$ cat src/rtl/wt_mem_req_arbiter.sv
// Round-robin arbiter sharing the L1 memory request channel among NrPorts requesters, with store throttling.
// Latency: a request accepted in cycle N is presented on mem_req_* in cycle N+1; returns are routed combinationally.
// Backpressure: one-entry output stage refills in the cycle it drains; stores stall at MaxOutstandingStores, all stall on drain.
module wt_mem_req_arbiter #(
  parameter int NrPorts              = 3,
  parameter int PayloadWidth         = 96,
  parameter int MaxOutstandingStores = 7
) (
  input  logic                                      clk_i,
  input  logic                                      rst_ni,
  input  logic [NrPorts-1:0]                        req_valid_i,
  input  logic [NrPorts-1:0]                        req_is_store_i,
  input  logic [NrPorts*PayloadWidth-1:0]           req_payload_i,
  output logic [NrPorts-1:0]                        req_ready_o,
  output logic                                      mem_req_valid_o,
  input  logic                                      mem_req_ready_i,
  output logic [PayloadWidth-1:0]                   mem_req_payload_o,
  output logic [$clog2(NrPorts)-1:0]                mem_req_port_o,
  output logic                                      mem_req_is_store_o,
  input  logic                                      mem_rtrn_valid_i,
  input  logic [$clog2(NrPorts)-1:0]                mem_rtrn_port_i,
  input  logic                                      mem_rtrn_is_store_i,
  output logic [NrPorts-1:0]                        rtrn_valid_o,
  input  logic                                      drain_i,
  output logic                                      drain_done_o,
  output logic [$clog2(MaxOutstandingStores+1)-1:0] outstanding_stores_o,
  output logic                                      err_o
);

  localparam int PortW = $clog2(NrPorts);
  localparam int CntW  = $clog2(MaxOutstandingStores + 1);

  typedef enum logic {EMPTY, FULL} stage_e;

  stage_e             state_q, state_d;
  logic [PortW-1:0]   rr_q;
  logic [PortW-1:0]   grant_idx;
  logic [PortW-1:0]   cand_idx;
  logic               grant_vld;
  logic               accept;
  logic               store_full;
  logic               store_inc;
  logic               store_dec;
  logic [NrPorts-1:0] eligible;
  logic [CntW-1:0]    cnt_q;
  int                 cand;

  assign store_full = (cnt_q == CntW'(MaxOutstandingStores));

  always_comb begin
    eligible = '0;
    for (int i = 0; i < NrPorts; i++) begin
      eligible[i] = req_valid_i[i] & ~drain_i & ~(req_is_store_i[i] & store_full);
    end
  end

  // Scan from the farthest offset down so the closest eligible port to rr_q wins.
  always_comb begin
    grant_vld = 1'b0;
    grant_idx = '0;
    cand      = 0;
    cand_idx  = '0;
    for (int off = NrPorts - 1; off >= 0; off--) begin
      cand = int'(rr_q) + off;
      if (cand >= NrPorts) cand = cand - NrPorts;
      cand_idx = PortW'(cand);
      if (eligible[cand_idx]) begin
        grant_vld = 1'b1;
        grant_idx = cand_idx;
      end
    end
  end

  assign accept = grant_vld & ((state_q == EMPTY) | mem_req_ready_i);

  always_comb begin
    req_ready_o = '0;
    if (accept) req_ready_o[grant_idx] = 1'b1;
  end

  always_comb begin
    state_d = state_q;
    case (state_q)
      EMPTY:   if (accept) state_d = FULL;
      FULL:    if (mem_req_ready_i && !accept) state_d = EMPTY;
      default: state_d = EMPTY;
    endcase
  end

  always_ff @(posedge clk_i or negedge rst_ni) begin
    if (!rst_ni) begin
      state_q <= EMPTY;
      rr_q    <= '0;
    end else begin
      state_q <= state_d;
      if (accept) rr_q <= (grant_idx == PortW'(NrPorts - 1)) ? '0 : grant_idx + PortW'(1);
    end
  end

  always_ff @(posedge clk_i or negedge rst_ni) begin
    if (!rst_ni) begin
      mem_req_payload_o  <= '0;
      mem_req_port_o     <= '0;
      mem_req_is_store_o <= 1'b0;
    end else if (accept) begin
      mem_req_payload_o  <= req_payload_i[grant_idx*PayloadWidth +: PayloadWidth];
      mem_req_port_o     <= grant_idx;
      mem_req_is_store_o <= req_is_store_i[grant_idx];
    end
  end

  assign mem_req_valid_o = (state_q == FULL);

  assign store_inc = accept & req_is_store_i[grant_idx];
  assign store_dec = mem_rtrn_valid_i & mem_rtrn_is_store_i;

  // An ack with nothing outstanding is a protocol error: hold count at zero and flag it.
  always_ff @(posedge clk_i or negedge rst_ni) begin
    if (!rst_ni) begin
      cnt_q <= '0;
      err_o <= 1'b0;
    end else begin
      if (store_dec && cnt_q == '0) err_o <= 1'b1;
      if (store_inc && !store_dec) cnt_q <= cnt_q + CntW'(1);
      else if (store_dec && !store_inc && cnt_q != '0) cnt_q <= cnt_q - CntW'(1);
    end
  end

  assign outstanding_stores_o = cnt_q;

  always_comb begin
    rtrn_valid_o = '0;
    for (int i = 0; i < NrPorts; i++) begin
      rtrn_valid_o[i] = mem_rtrn_valid_i & (mem_rtrn_port_i == PortW'(i));
    end
  end

  assign drain_done_o = drain_i & (state_q == EMPTY) & (cnt_q == '0);

endmodule
$ cat config.mk
export PLATFORM = sky130hd
export DESIGN_NAME = wt_mem_req_arbiter
export DESIGN_NICKNAME = d
export VERILOG_FILES = /design/src/rtl/wt_mem_req_arbiter.sv
export SDC_FILE = /design/constraint.sdc
export NUM_CORES = 1
export LEC_CHECK = 0
export CAP_MARGIN = 20
export CORE_AREA = 2 2 161 163
export DETAILED_ROUTE_END_ITERATION = 7
export DIE_AREA = 0 0 163 165
export PLACE_DENSITY_LB_ADDON = 0.2
export SYNTH_ARGS = -nofsm -noshare
export SYNTH_HDL_FRONTEND = slang
export SYNTH_SLANG_ARGS = --single-unit
$ cat constraint.sdc
create_clock -name clk_i -period 3.8 [get_ports clk_i]
set_clock_uncertainty 0.15 [all_clocks]
set_input_delay 0.76 -clock clk_i [delete_from_list [all_inputs] [get_ports clk_i]]
set_output_delay 0.76 -clock clk_i [all_outputs]
set_load 0.02 [all_outputs]
# [Word level (Yosys, flattened, before mapping)]
# Cells that the tools add are included.
# Widths: inputs -> output; s select.
[totals] reg_bits=106 in_bits=302 out_inout_bits=111
[op_classes] addsub=8 mul=1 n_lt_le_gt_ge=8 n_eq_ne=4 shift=1 muxes=26 bitwise=23 reduce_logical=13
[ops] cell="$shiftx 288x10->96" n=1
[ops] cell="$and 1x1->1" n=17
[ops] cell="$mux 2" n=7
[ops] cell="$lt 2x3->1 const B" n=4
[ops] cell="$mux 1" n=10
[ops] cell="$mux 3" n=3
[ops] cell="$bmux 1 s2" n=4
[ops] cell="$ge 3x2->1 const B" n=2
[ops] cell="$logic_and 1x1->1" n=6
[ops] cell="$sub 2x2->2 const B" n=3
[ops] cell="$not 1->1" n=5
[ops] cell="$eq 2x2->1 const B" n=2
[ops] cell="$mul 2x2->4 const B" n=1
[ops] cell="$add 2x1->3 const B" n=1
[ops] cell="$add 2x2->3 const B" n=1
[ops] cell="$add 3x1->3 const B" n=1
[ops] cell="$eq 3x3->1 const B" n=1
[ops] cell="$logic_not 1->1" n=3
[ops] cell="$logic_not 3->1" n=1
[ops] cell="$reduce_bool 3->1" n=1
[ops] cell="$sub 3x1->3 const B" n=1
[ops] cell="$add 2x1->2 const B" n=1
[ops] cell="$demux 1 s2" n=1
[ops] cell="$eq 2x1->1 const B" n=1
[ops] cell="6 further kinds" n=6

# [Depth between registers and ports, before layout]
[depth] depth_word=17 depth_mapped=14 mapped_depth_nobuf=12

# [Worst setup path after synthesis]
# OpenSTA, ideal clock, no wires.
[synth_timing] path_type="in2reg" startpoint="input port drain_i" endpoint="register cnt_q[2], in the netlist outstanding_stores_o[2]" setup_ns=0.087 t_arrival_ns=3.322 t_required_ns=3.563 slack_ns=0.241 stages=10 n_path_buf=1 cell_sequence="and2b_1 -> a22oi_2 -> a311oi_2 -> or4b_4 -> a211oi_2 -> buf_4 -> nand2_1 -> fa_1 -> or4_1 -> o211ai_1"
[synth_via] elab_chain_cells=15 elab_cells_between_ends=29
[synth_lines] item="start, declared" line_no="24" source="input logic drain_i,"
[synth_lines] item="$not 1->1 *" line_no="53" source="eligible[i] = req_valid_i[i] & ~drain_i & ~(req_is_store_i[i] & store_full);"
[synth_lines] item="$and 1x1->1 (2 in series)" line_no="53"
[synth_lines] item="$bmux 1 s2" line_no="67" source="if (eligible[cand_idx]) begin"
[synth_lines] item="$mux 1 (not written as such)" line_no="67"
[synth_lines] item="$mux 2 (3 in series)" line_no="67"
[synth_lines] item="$bmux 1 s2" line_no="114" source="assign store_inc = accept & req_is_store_i[grant_idx];"
[synth_lines] item="$mux 1 (not written as such)" line_no="114"
[synth_lines] item="$and 1x1->1 *" line_no="114"
[synth_lines] item="$logic_not 1->1" line_no="125" source="else if (store_dec && !store_inc && cnt_q != '0) cnt_q <= cnt_q - CntW'(1);"
[synth_lines] item="$logic_and 1x1->1 (2 in series)" line_no="125"
[synth_lines] item="$reduce_bool 2->1 (no line)"
[synth_lines] item="end signal, assigned" line_no="124" source="if (store_inc && !store_dec) cnt_q <= cnt_q + CntW'(1);"
[synth_lines] item="end signal, assigned" line_no="125"
[synth_lines] item="end, declared" line_no="45" source="logic [CntW-1:0] cnt_q;"
# Every way passes the cells marked *; elsewhere a longest branch is shown, timed or not. The select of a mux whose other input is x is not followed.
# A chain may end at the register's enable or synchronous reset.

# [Worst setup path in the final report]
[layout_timing] startpoint="input port drain_i" endpoint="output port req_ready_o[0]"
[layout_via] elab_chain_cells=13 elab_cells_between_ends=26
[layout_lines] item="$not 1->1 *" line_no="53"
[layout_lines] item="$and 1x1->1 (2 in series)" line_no="53"
[layout_lines] item="$bmux 1 s2" line_no="67"
[layout_lines] item="$mux 1 (not written as such)" line_no="67"
[layout_lines] item="$mux 2 (3 in series)" line_no="67"
[layout_lines] item="$lt 2x3->1 (not written as such) or $ge 2x1->1 (tied branches)" line_no="78" source="if (accept) req_ready_o[grant_idx] = 1'b1;"
[layout_lines] item="$logic_and 1x1->1 (not written as such)" line_no="78"
[layout_lines] item="$mux 1 (not written as such)" line_no="78"
[layout_lines] item="$demux 1 s2" line_no="78"
[layout_lines] item="$mux 3 *" line_no="78"
[layout_lines] item="end, declared" line_no="14" source="output logic [NrPorts-1:0] req_ready_o,"
# Marks and branches as above.

==> results.md <==
- Status: finished clean
- Row count: between 50 and 60
- Post-route ant nets: 0
- Reg2Reg Setup Slack: 0.44 ns
- RD Place Congestion: 0.784
- Actual slew at the worst max-slew pin: 1.08 ns
- Mean Syn Cell Area: 9.98 um2
- Drt pass-1 iters: 4
- Post-layout min period: 3.67 ns
- Synth cell types: 44
- Worst path required time: between 2 and 3 ns
- CTS Buffer Depth: 2
- Final Cycle Share: 96.7%
- Post-synthesis cell area: 6230 um2
- Critical-path top delay cell: or4b_4
- Synth top area share: 42.6%
- Yosys reg bits: 106
- Skew-Pair Late Insertion Delay: around 0.35 ns
- Drt drc: 0
- Async SR Flop Fraction: 100%
- Crit end category: primary output
- Cell count of the worst reg-to-reg path: 10
- Synth warnings: 0
- Main synth FF type: dfrtp_1
- CTS tree: done
- Setup-failing EPs final: 0
- Layout cell share with drive strength beyond 1: between 5 and 6%
- Total global routing overflow: 0
- HP Class: primary input to async pin
- Worst setup path category: primary input to primary output
- Clock Tree Root: clkbuf_16
- Initial core utilization: 24.9%
- Maxcap violations: 0
- Largest fanout on the critical path: 5
- Ant diodes: 0
- Worst EP arrival: about 2.8 ns
- Clock Sink Count: 106
- Wire per inst: around 17 um
- First-pass GRT wire length: 33.9 mm
- Die X: 163 um
- RR Startpoint: rr_q[0]$_DFFE_PN0P_
- Power, Total: 7.61 mW
- Syn-to-layout area delta: 77.3%
- Syn_nets: 929
- Hold_ws: 0.214 ns
- Largest net degree at the start of global routing: 105
- PD cells: 689 nW/um2
- # hold bufs at CTS: 0
- Die H: 165 um
- Die ar.: 26,900 um2
- Ports: 413
- DRT iter0 DRCs: 186
- Commonest non-fill, non-tap cell in the layout: clkdlybuf4s50_1
- Maximum vdd drop: 477 uV
- Final hold vios: 0
- Final nets: 1,318
- Syn Inst Count: ~620
- Final Cell Area: roughly 11,000 um2
- Fill cell count: 2,505
- P_leak: 4.82 nW
- Most frequent cells in the layout: clkdlybuf4s50_1, dfrtp_1, nor2_1
- Fmax: ~0.27 GHz
- Worst setup SP type: primary input
- RSZ-0062 raised after global routing: no
- Capturing point of the worst reg2reg path: outstanding_stores_o[2]$_DFFE_PN0P_
- Top cells by area, synth: dfrtp_1, mux2i_1, a21o_1
- H-tree levels: 3
- # port buffers: 412
- Crit-path cells: clkdlybuf4s50_1, and2b_1, a22oi_2, a311oi_2, or4b_4, nor2_2, buf_2
- Initial antenna violation count: 2
- Largest area contributor in the netlist: dfrtp_1
- Core area: 25,000 um2
- Worst path max stage delay: 0.55 ns
- Dpl hpwl: 17.6 mm
- WL final: around 23 mm
- Register area share after synthesis: 42.6%
- Post-DP Area: 10,700 um2
- Worst-path clk slew: 0.08 ns
- DR vias: 6,278
- Relative slew margins: 28.2%
- Number of synthesized flops with an enable pin: 0
- Vias per inst: 4.66
- Final number of max-transition violations: 0
- GRT Util Overall: between 15 and 20%
- Vias in the first global route: approximately 6,100
- Total CTS buffers: 9
power breakdown:
group          leakage [nW]  switching [mW]  internal (mW)
registers              1.30           0.310           1.70
clock network         0.149           0.437          0.598
logic                  3.37            2.33           2.23
worst max-delay path, delay by kind of cell:
family | cells | cell delay (ns)
AO/OA/AOI/OAI | 2 | 0.40
buffers and inverters | 2 | 0.63
AND/OR/NAND/NOR | 3 | 0.98
sequential cells by signal, indices dropped and copies added, names as in the netlist:
signal                cells
mem_req_payload_o        96
mem_req_is_store_o        1
err_o                     1
rr_q                      2
mem_req_port_o            2
mem_req_valid_o           1
outstanding_stores_o      3
metrics by stage:
stage,setup TNS (ns),util (%),setup WS (ns),instances
2_1_floorplan,0,-,0.241,624
3_3_place_gp,-1.24,42.8,-0.375,1330
3_5_place_dp,-1.48,42.8,-0.416,1330
4_1_cts,0,44.1,0.00929,1347
5_1_grt,0,44.1,0.00630,1348
6_report,0,44.1,0.127,1348
worst max-delay path by stage:
stage	startpoint	end	slack (ns)	depth (start not counted)
2_1_floorplan	drain_i	outstanding_stores_o[2]$_DFFE_PN0P_	0.24	10
3_3_place_gp	drain_i	req_ready_o[0]	-0.37	7
3_5_place_dp	drain_i	req_ready_o[0]	-0.42	7
4_1_cts	drain_i	req_ready_o[2]	0.009	7
5_1_grt	drain_i	req_ready_o[0]	0.006	7
6_report	drain_i	req_ready_o[0]	0.13	7
timing repair:
item | 4_1_cts | 5_1_grt
setup endpoints to repair | 3 | 4
resized for setup | 12 | 3
setup buffers | 1 | 1
cloned | 0 | 0
pin swaps | 0 | 1
cells by family after synthesis:
logic type      share of synthesized area (%)
compound gates                           26.5
xor+xnor                                0.141
fa+ha+maj                               0.723
buf+inv                                  4.80
flops                                    42.6
mux                                      15.8
simple gates                             9.44
final cells by class:
type | count | area, um2 | share of cell area (%)
Clock inverter | 4 | 75.1 | 0.680
Sequential cell | 106 | 2650 | 24.0
Inverter | 5 | 18.8 | 0.170
Timing Repair Buffer | 437 | 4330 | 39.2
Clock buffer | 12 | 246 | 2.23
Multi-Input combinational cell | 454 | 3310 | 29.9
Tap cell | 330 | 413 | 3.74
cells in the mapped netlist (all sizes together), types with 3 or more instances:
| cell type | n |
|---|---|
| a211oi | 97 |
| a21o | 102 |
| buf | 28 |
| clkbuf | 31 |
| dfrtp | 106 |
| inv | 5 |
| mux2i | 97 |
| nand2 | 7 |
| nand4 | 4 |
| nor2 | 107 |
| o211ai | 3 |
per-layer routing:
metal  global-route usage [%]  up-vias  share of wire [%]
li1                         -     3071                  -
met1                     18.2     2935                 39
met2                     29.0      246                 50
met3                     5.60       22                9.3
met4                     4.95        4                1.7
met5                        0        -               0.12
Note: power is estimated with default switching activity, not from simulation.
